===== config.mk =====
export PLATFORM = sky130hd
export DESIGN_NAME = led_scan_ctrl
export DESIGN_NICKNAME = d
export VERILOG_FILES = /design/src/rtl/led_pkg.sv /design/src/rtl/led_shift_seq.sv /design/src/rtl/led_scan_ctrl.sv
export SDC_FILE = /design/constraint.sdc
export NUM_CORES = 1
export LEC_CHECK = 0
export ABC_AREA = 0
export CAP_MARGIN = 20
export CELL_PAD_IN_SITES_DETAIL_PLACEMENT = 2
export CELL_PAD_IN_SITES_GLOBAL_PLACEMENT = 2
export CORE_MARGIN = 4
export CORE_UTILIZATION = 31
export DETAILED_ROUTE_END_ITERATION = 16
export GPL_TIMING_DRIVEN = 0
export PLACE_DENSITY_LB_ADDON = 0.08
export SYNTH_ARGS = -nofsm -noshare
export SYNTH_HDL_FRONTEND = slang
export SYNTH_HIERARCHICAL = 1
export SYNTH_SLANG_ARGS = --single-unit

===== constraint.sdc =====
create_clock -name clk -period 2.4 [get_ports clk]
set_input_delay 0.24 -clock clk [delete_from_list [all_inputs] [get_ports clk]]
set_output_delay 0.24 -clock clk [all_outputs]
set_load 0.05 [all_outputs]

===== src/rtl/led_pkg.sv =====
// Shared FSM state type and default geometry for the LED panel scan controller.
package led_pkg;

   localparam int unsigned LED_COLS_DEF   = 32;
   localparam int unsigned LED_ROWS_DEF   = 32;
   localparam int unsigned LED_BPP_DEF    = 4;
   localparam int unsigned LED_BASE_T_DEF = 16;

   typedef enum logic [1:0] {
      IDLE,
      SHIFT,
      LATCH,
      DISPLAY
   } scan_state_t;

endpackage


===== src/rtl/led_shift_seq.sv =====
// Column shift sequencer: walks the frame-buffer columns, registers each bit onto
// led_data and pulses led_clk one cycle after the data settles.
module led_shift_seq
   import led_pkg::*;
#(
   parameter int unsigned COLS = LED_COLS_DEF
) (
   input  logic                      clk_i,
   input  logic                      rst_i,
   input  logic                      active_i,
   input  logic                      pix_data_i,
   output logic [$clog2(COLS)-1:0]   pix_col_o,
   output logic                      led_clk_o,
   output logic                      led_data_o,
   output logic                      done_o
);

   localparam int unsigned CW = $clog2(2 * COLS + 2);
   localparam int unsigned AW = $clog2(COLS);
   localparam logic [CW-1:0] LAST = CW'(2 * COLS + 1);

   logic [CW-1:0] cnt_q, cnt_d;
   logic          led_clk_q, led_clk_d;
   logic          led_data_q, led_data_d;
   logic          last_w;

   always_comb begin
      cnt_d      = '0;
      led_clk_d  = 1'b0;
      led_data_d = led_data_q;
      last_w     = 1'b0;
      if (active_i) begin
         last_w = (cnt_q == LAST);
         cnt_d  = last_w ? '0 : cnt_q + 1'b1;
         // Even count 2c+2 raises led_clk in 2c+3; odd count 2c+1 captures column c.
         led_clk_d = ~cnt_q[0] && (cnt_q >= CW'(2));
         if (cnt_q[0] && (cnt_q < LAST)) begin
            led_data_d = pix_data_i;
         end
      end
   end

   always_ff @(posedge clk_i or posedge rst_i) begin
      if (rst_i) begin
         cnt_q      <= '0;
         led_clk_q  <= 1'b0;
         led_data_q <= 1'b0;
      end else begin
         cnt_q      <= cnt_d;
         led_clk_q  <= led_clk_d;
         led_data_q <= led_data_d;
      end
   end

   assign pix_col_o  = cnt_q[AW:1];
   assign led_clk_o  = led_clk_q;
   assign led_data_o = led_data_q;
   assign done_o     = last_w;

endmodule


===== src/rtl/led_scan_ctrl.sv =====
// Row/bit-plane scan controller for a shift-register LED panel (BCM timing).
// Optional LED_SCAN_BRIGHTNESS_EN adds a brightness input that trims the on-time.
module led_scan_ctrl
   import led_pkg::*;
#(
   parameter int unsigned COLS   = LED_COLS_DEF,
   parameter int unsigned ROWS   = LED_ROWS_DEF,
   parameter int unsigned BPP    = LED_BPP_DEF,
   parameter int unsigned BASE_T = LED_BASE_T_DEF
) (
   input  logic                    clk,
   input  logic                    rst,
   input  logic                    enable,
   output logic [5:0]              pix_row,
   output logic [$clog2(COLS)-1:0] pix_col,
   output logic [2:0]              pix_plane,
   input  logic                    pix_data,
   output logic [5:0]              row_num,
   output logic                    led_clk,
   output logic                    led_data,
   output logic                    led_lat,
   output logic                    led_oe,
   output logic                    frame_done
`ifdef LED_SCAN_BRIGHTNESS_EN
   ,
   input  logic [7:0]              brightness
`endif
);

   localparam int unsigned TMAX = BASE_T << (BPP - 1);
   localparam int unsigned TW   = $clog2(TMAX + 1);

   scan_state_t state_q, state_d;
   logic [5:0]    row_q, row_d;
   logic [2:0]    plane_q, plane_d;
   logic [TW-1:0] disp_q, disp_d;
   logic [5:0]    row_num_q, row_num_d;
   logic          frame_done_q, frame_done_d;
   logic [TW-1:0] disp_len;
   logic          disp_last;
   logic          shift_done;
   logic          oe_on;

   led_shift_seq #(
      .COLS(COLS)
   ) u_shift (
      .clk_i      (clk),
      .rst_i      (rst),
      .active_i   (state_q == SHIFT),
      .pix_data_i (pix_data),
      .pix_col_o  (pix_col),
      .led_clk_o  (led_clk),
      .led_data_o (led_data),
      .done_o     (shift_done)
   );

   assign disp_len  = TW'(BASE_T) << plane_q;
   assign disp_last = (disp_q == disp_len - 1'b1);

`ifdef LED_SCAN_BRIGHTNESS_EN
   logic [TW+7:0] on_prod;
   assign on_prod = {8'd0, disp_len} * {{TW{1'b0}}, brightness};
   assign oe_on   = (disp_q < on_prod[TW+7:8]);
`else
   assign oe_on = 1'b1;
`endif

   always_comb begin
      state_d      = state_q;
      row_d        = row_q;
      plane_d      = plane_q;
      disp_d       = '0;
      row_num_d    = row_num_q;
      frame_done_d = 1'b0;
      case (state_q)
         IDLE: begin
            if (enable) state_d = SHIFT;
         end
         SHIFT: begin
            if (shift_done) begin
               state_d   = LATCH;
               row_num_d = row_q;
            end
         end
         LATCH: state_d = DISPLAY;
         DISPLAY: begin
            disp_d = disp_q + 1'b1;
            if (disp_last) begin
               disp_d = '0;
               if (plane_q == 3'(BPP - 1)) begin
                  plane_d = '0;
                  if (row_q == 6'(ROWS - 1)) begin
                     // enable is only consulted here, so a mid-frame drop still completes the frame.
                     row_d        = '0;
                     frame_done_d = 1'b1;
                     state_d      = enable ? SHIFT : IDLE;
                  end else begin
                     row_d   = row_q + 1'b1;
                     state_d = SHIFT;
                  end
               end else begin
                  plane_d = plane_q + 1'b1;
                  state_d = SHIFT;
               end
            end
         end
         default: state_d = IDLE;
      endcase
   end

   always_ff @(posedge clk or posedge rst) begin
      if (rst) begin
         state_q      <= IDLE;
         row_q        <= '0;
         plane_q      <= '0;
         disp_q       <= '0;
         row_num_q    <= '0;
         frame_done_q <= 1'b0;
      end else begin
         state_q      <= state_d;
         row_q        <= row_d;
         plane_q      <= plane_d;
         disp_q       <= disp_d;
         row_num_q    <= row_num_d;
         frame_done_q <= frame_done_d;
      end
   end

   assign pix_row    = row_q;
   assign pix_plane  = plane_q;
   assign row_num    = row_num_q;
   assign led_lat    = (state_q == LATCH);
   assign led_oe     = ~((state_q == DISPLAY) && oe_on);
   assign frame_done = frame_done_q;

endmodule


# After elaboration in Yosys (flattened, before gate mapping)
# Index checks and enable logic that the tools add are counted.
# word_totals
regBits	35
output_inout_bits	25
word_cells	56
# op_classes
add_sub_neg	5
n_lt_le_gt_ge	2
eq_ne	10
shift	1
mux	19
n_bitwise	2
reduce_logical	8
# op_table
cell	n
$mux 8	2
$mux 7	2
$add 8x1->8 const B	1
$eq 8x8->1	1
$mux 1	8
$mux 2	4
$pmux 2 s4	1
$shl 5x3->8 const A	1
$sub 8x1->8 const B	1
$add 7x1->7 const B	1
$eq 7x7->1 const B	1
$ge 7x2->1 const B	1
$lt 7x7->1 const B	1
$add 6x1->6 const B	1
$eq 6x5->1 const B	1
$mux 6	1
$ne 2x2->1 const B	3
$reduce_and 2->1	3
$reduce_and 3->1	2
$eq 2x2->1 const B	2
$add 3x1->3 const B	1
$eq 3x2->1 const B	1
$mux 3	1
$eq 2x1->1 const B	1
3 further kinds	5

# Logic depth before layout (Yosys ltp)
# depth
depth_word	5
depth_mapped	9
ltp_nobuf	8

# Modules after synthesis
# The synthesis kept the hierarchy.
# by_module_without_submodules
mod	n_inst	cells_each	area_per_inst_um2	seq_area_each_um2
led_scan_ctrl	1	128	1381.3	650.6
led_shift_seq	1	46	459.2	225.2

# Worst setup path before layout
# OpenSTA, ideal clock, no wires.
# synth_path
kind	register -> register
start	register plane_q[1] (netlist: pix_plane[1])
end	register row_q[5] (netlist: pix_row[5])
arrival_time_ns	2.641
t_required_ns	2.272
path_slack_ns	-0.368
path_stages_with_launch	10
period_less_slack_ns	2.768
path_cell_list	dfrtp_1 > inv_1 > ha_1 > nor3_1 > mux2i_1 > xor2_1 > or3_1 > buf_6 > nor3_4 > mux2_1
# synth_between
elab_chain_cells	4
# synth_rtl
element	line_no	rtl
from (decl)	led_scan_ctrl.sv:35	logic [2:0] plane_q, plane_d;
from (signal assigned)	led_scan_ctrl.sv:122	plane_q <= plane_d;
$shl 5x3->8	led_scan_ctrl.sv:57	assign disp_len = TW'(BASE_T) << plane_q;
$sub 8x1->8	led_scan_ctrl.sv:58	assign disp_last = (disp_q == disp_len - 1'b1);
$eq 8x8->1	led_scan_ctrl.sv:58	
$reduce_and 3->1 (no source line) (*)	-	
to (signal assigned)	led_scan_ctrl.sv:121	row_q <= row_d;
to (decl)	led_scan_ctrl.sv:34	logic [5:0] row_q, row_d;
# Every way passes the cells marked *; elsewhere a longest branch is shown, timed or not.
# A chain may end at the register's enable or synchronous reset.

# Worst setup path after layout
# Ends and elaborated chain as after synthesis.

==> run metrics <==
status=finished clean; fin crit share=0.966; M1 wire length=about 2.0 mm; CTS root buf=clkbuf_8; First-pass DRT Iterations=4; Clock Path Buffers=2; Die Wd=approximately 85 um; largest cells by area after synthesis=dfrtp_1, ha_1, mux2_2; initial drt markers=22; highest metal used=met4; CP Data Required Time=~2.6 ns; clk sinks=35; dominant synthesized flop cell=dfrtp_1; Hold Vio Cnt, Final=0; vias in the first global route=approximately 1600; setup TNS=0 ns; Synth top area share=0.476; largest net degree at the start of global routing=27; Final Skew=0.00723 ns; internal power=~940 uW; Synth Register Bits=35; f_max=between 400 and 500 MHz; first-pass GRT wire length=about 8 mm; Mapped Area=~1800 um^2; DRT Wirelength=between 4 and 5 mm; io pins=29; Tot Pwr=approximately 1200 uW; register area share after synthesis=0.476; VDD IR-drop max=roughly 0.22 mV; post-placement setup slack=-0.0379 ns; Post-DP HPWL=3.47 mm; Avg Cell Area, Syn=around 11 um^2; Slew HR=0.599; Reg-to-Reg End=pix_row[5]; fin. max-slew vios=0; Layout area overhead=32.4%; R2R setup slack=roughly 0.081 ns; remaining antenna violation count after routing=0; Initial Utilization=0.326; die height=85.1 um; max_cap viols=0; crit-path max FO=7; via count=~1400; Tot GR Track Use=0.134; worst min path class=input pin to asynchronous set/reset pin; P_sw=between 200 and 250 uW; path type of the worst setup path=register to register; area leader, netlist=dfrtp_1; TritonCTS clock tree=done; total CTS buffers=5; Rows=27; logic gate share of total power=0.025; Setup WS post-layout=roughly 0.081 ns; # DRC=0; RePlAce Congestion=~0.77; most instantiated cells after synthesis=dfrtp_1, nor2_1, nand2_1, ha_1; overflow left after global routing=0; routed len/inst=roughly 16 um; synth warn=6; Hold Slack=0.268 ns; WL met2=approximately 2.4 mm; worst slew pin tran=between 0.6 and 0.7 ns; Vias per Instance=slightly below 5; CP Capture Type=register; # setup viols final=0; EDFF count, synth=0; initial antenna violation count=0; Gate Count Post-Synth=about 170; die area=between 7000 and 8000 um^2; Worst-Skew Late Latency=between 0.2 and 0.3 ns; r2r startpoint=pix_plane[1]; switching part of the total=0.198; ys async rst share=1.00; clock network power share=0.470; CP startpoint kind=register; P per Cell Area=about 480 nW/um^2; core area=5640 um^2; count leader, synth=dfrtp_1; Clock transition at path regs=~0.07 ns; antenna fix cells=0; # nets final=between 200 and 250; min Tclk post-route=about 2.3 ns; leakage=roughly 0.0011 uW; DR WL met3=around 160 um; share of cells above drive strength 1=0.205; Syn Nets=190; PortBufs=28; part of the power in registers=0.505; H-tree depth=2; RSZ-0062 raised after global routing=true; worst reg2reg path depth=8; Synth cell types=37; Arrival @ worst endpoint=between 2 and 2.5 ns
[layer usage]
layer | up-vias | global-route usage
li1 | 660 | -
met1 | 733 | 0.153
met2 | 22 | 0.247
met3 | 5 | 0.0320
met4 | 0 | 0.0345
met5 | - | 0
[through the flow]
| stage | util | instances | instance area (um^2) |
|---|---|---|---|
| final | 0.432 | 287 | 2440 |
| after global routing | 0.432 | 287 | 2440 |
| after CTS | 0.424 | 284 | 2390 |
| after detailed placement | 0.399 | 274 | 2250 |
| after global placement | 0.399 | 274 | 2250 |
| after floorplan | - | 174 | 1880 |
[placed cells by master (no fill, tap or decap), types with 2 or more instances in the layout]
cell type and n:
nand2_1 16, inv_1 7, a21oi_1 3, xnor2_1 6
o21ai_0 7, nand2b_1 3, nor3_1 4, nand3b_1 2
nand3_1 7, ha_1 10, buf_4 9, clkdlybuf4s50_1 28
dfrtp_2 2, nor2_1 19, mux2_2 8, ha_4 2
xor2_1 9, or3_1 4, a31oi_1 2, and2_1 2
dfrtp_1 33, clkbuf_8 6
[how the worst max path moves through the flow]
stage,slack [ns],start,to,depth (start not counted)
final,0.08,pix_plane[1],pix_row[5],8
after global routing,-0.03,pix_plane[1],pix_row[5],8
after CTS,0.02,pix_plane[1],pix_row[5],9
after detailed placement,-0.04,pix_plane[1],pix_plane[2],6
after global placement,0.03,pix_plane[1],pix_plane[2],6
after floorplan,0.02,pix_plane[1],pix_row[5],9
[logic make-up (layout without fill, tap and decap cells)]
group,Yosys count,count (layout),synth area share
and+or+nand+nor,68,68,0.189
muxes,10,10,0.0605
AOI/OAI and AO/OA,19,19,0.0768
adders and majority gates,12,12,0.0816
xor gates and xnor gates,15,15,0.0714
buffers and inverters,15,56,0.0449
DFF,35,35,0.476
[area by class of cell]
cell class	count	area, um^2
Multi-Input combinational cell	124	927
Inverter	9	36.3
Timing Repair Buffer	33	338
Buffer	6	48.8
Tap cell	72	90.1
Clock buffer	6	82.6
Sequential cell	35	878
Clock inverter	2	35.0
Fill cell	607	3210
[repair_timing]
item                       CTS  global route
hold buffers                 0             0
resized for setup            2             0
setup endpoints to repair    6             1
pin swaps                    1             0
buffers inserted             2             2
[sequential cells by signal, summed over array words and instances (netlist names)]
signal              cells
pix_plane               3
frame_done              1
state_q                 2
row_num                 6
u_shift/cnt_q           7
pix_row                 6
u_shift/led_data_o      1
u_shift/led_clk_o       1
disp_q                  8
[critical path: stages, from the launching register on]
cell and delay (ns):
dfrtp_2 0.46, buf_4 0.16, or3_1 0.32, a21oi_2 0.18, nand4_1 0.11, or3_1 0.40, buf_6 0.15, nor3_4 0.11
mux2_4 0.31
[power groups by stage]
stage	logic (uW)	clock network [uW]	registers, uW
floorplan	10.1	0	605
global placement	24.2	0	602
detailed placement	25.3	0	602
CTS	25.3	570	591
global route	33.4	594	591
finish	29.8	549	591
Power figures use the tool's default switching activity.
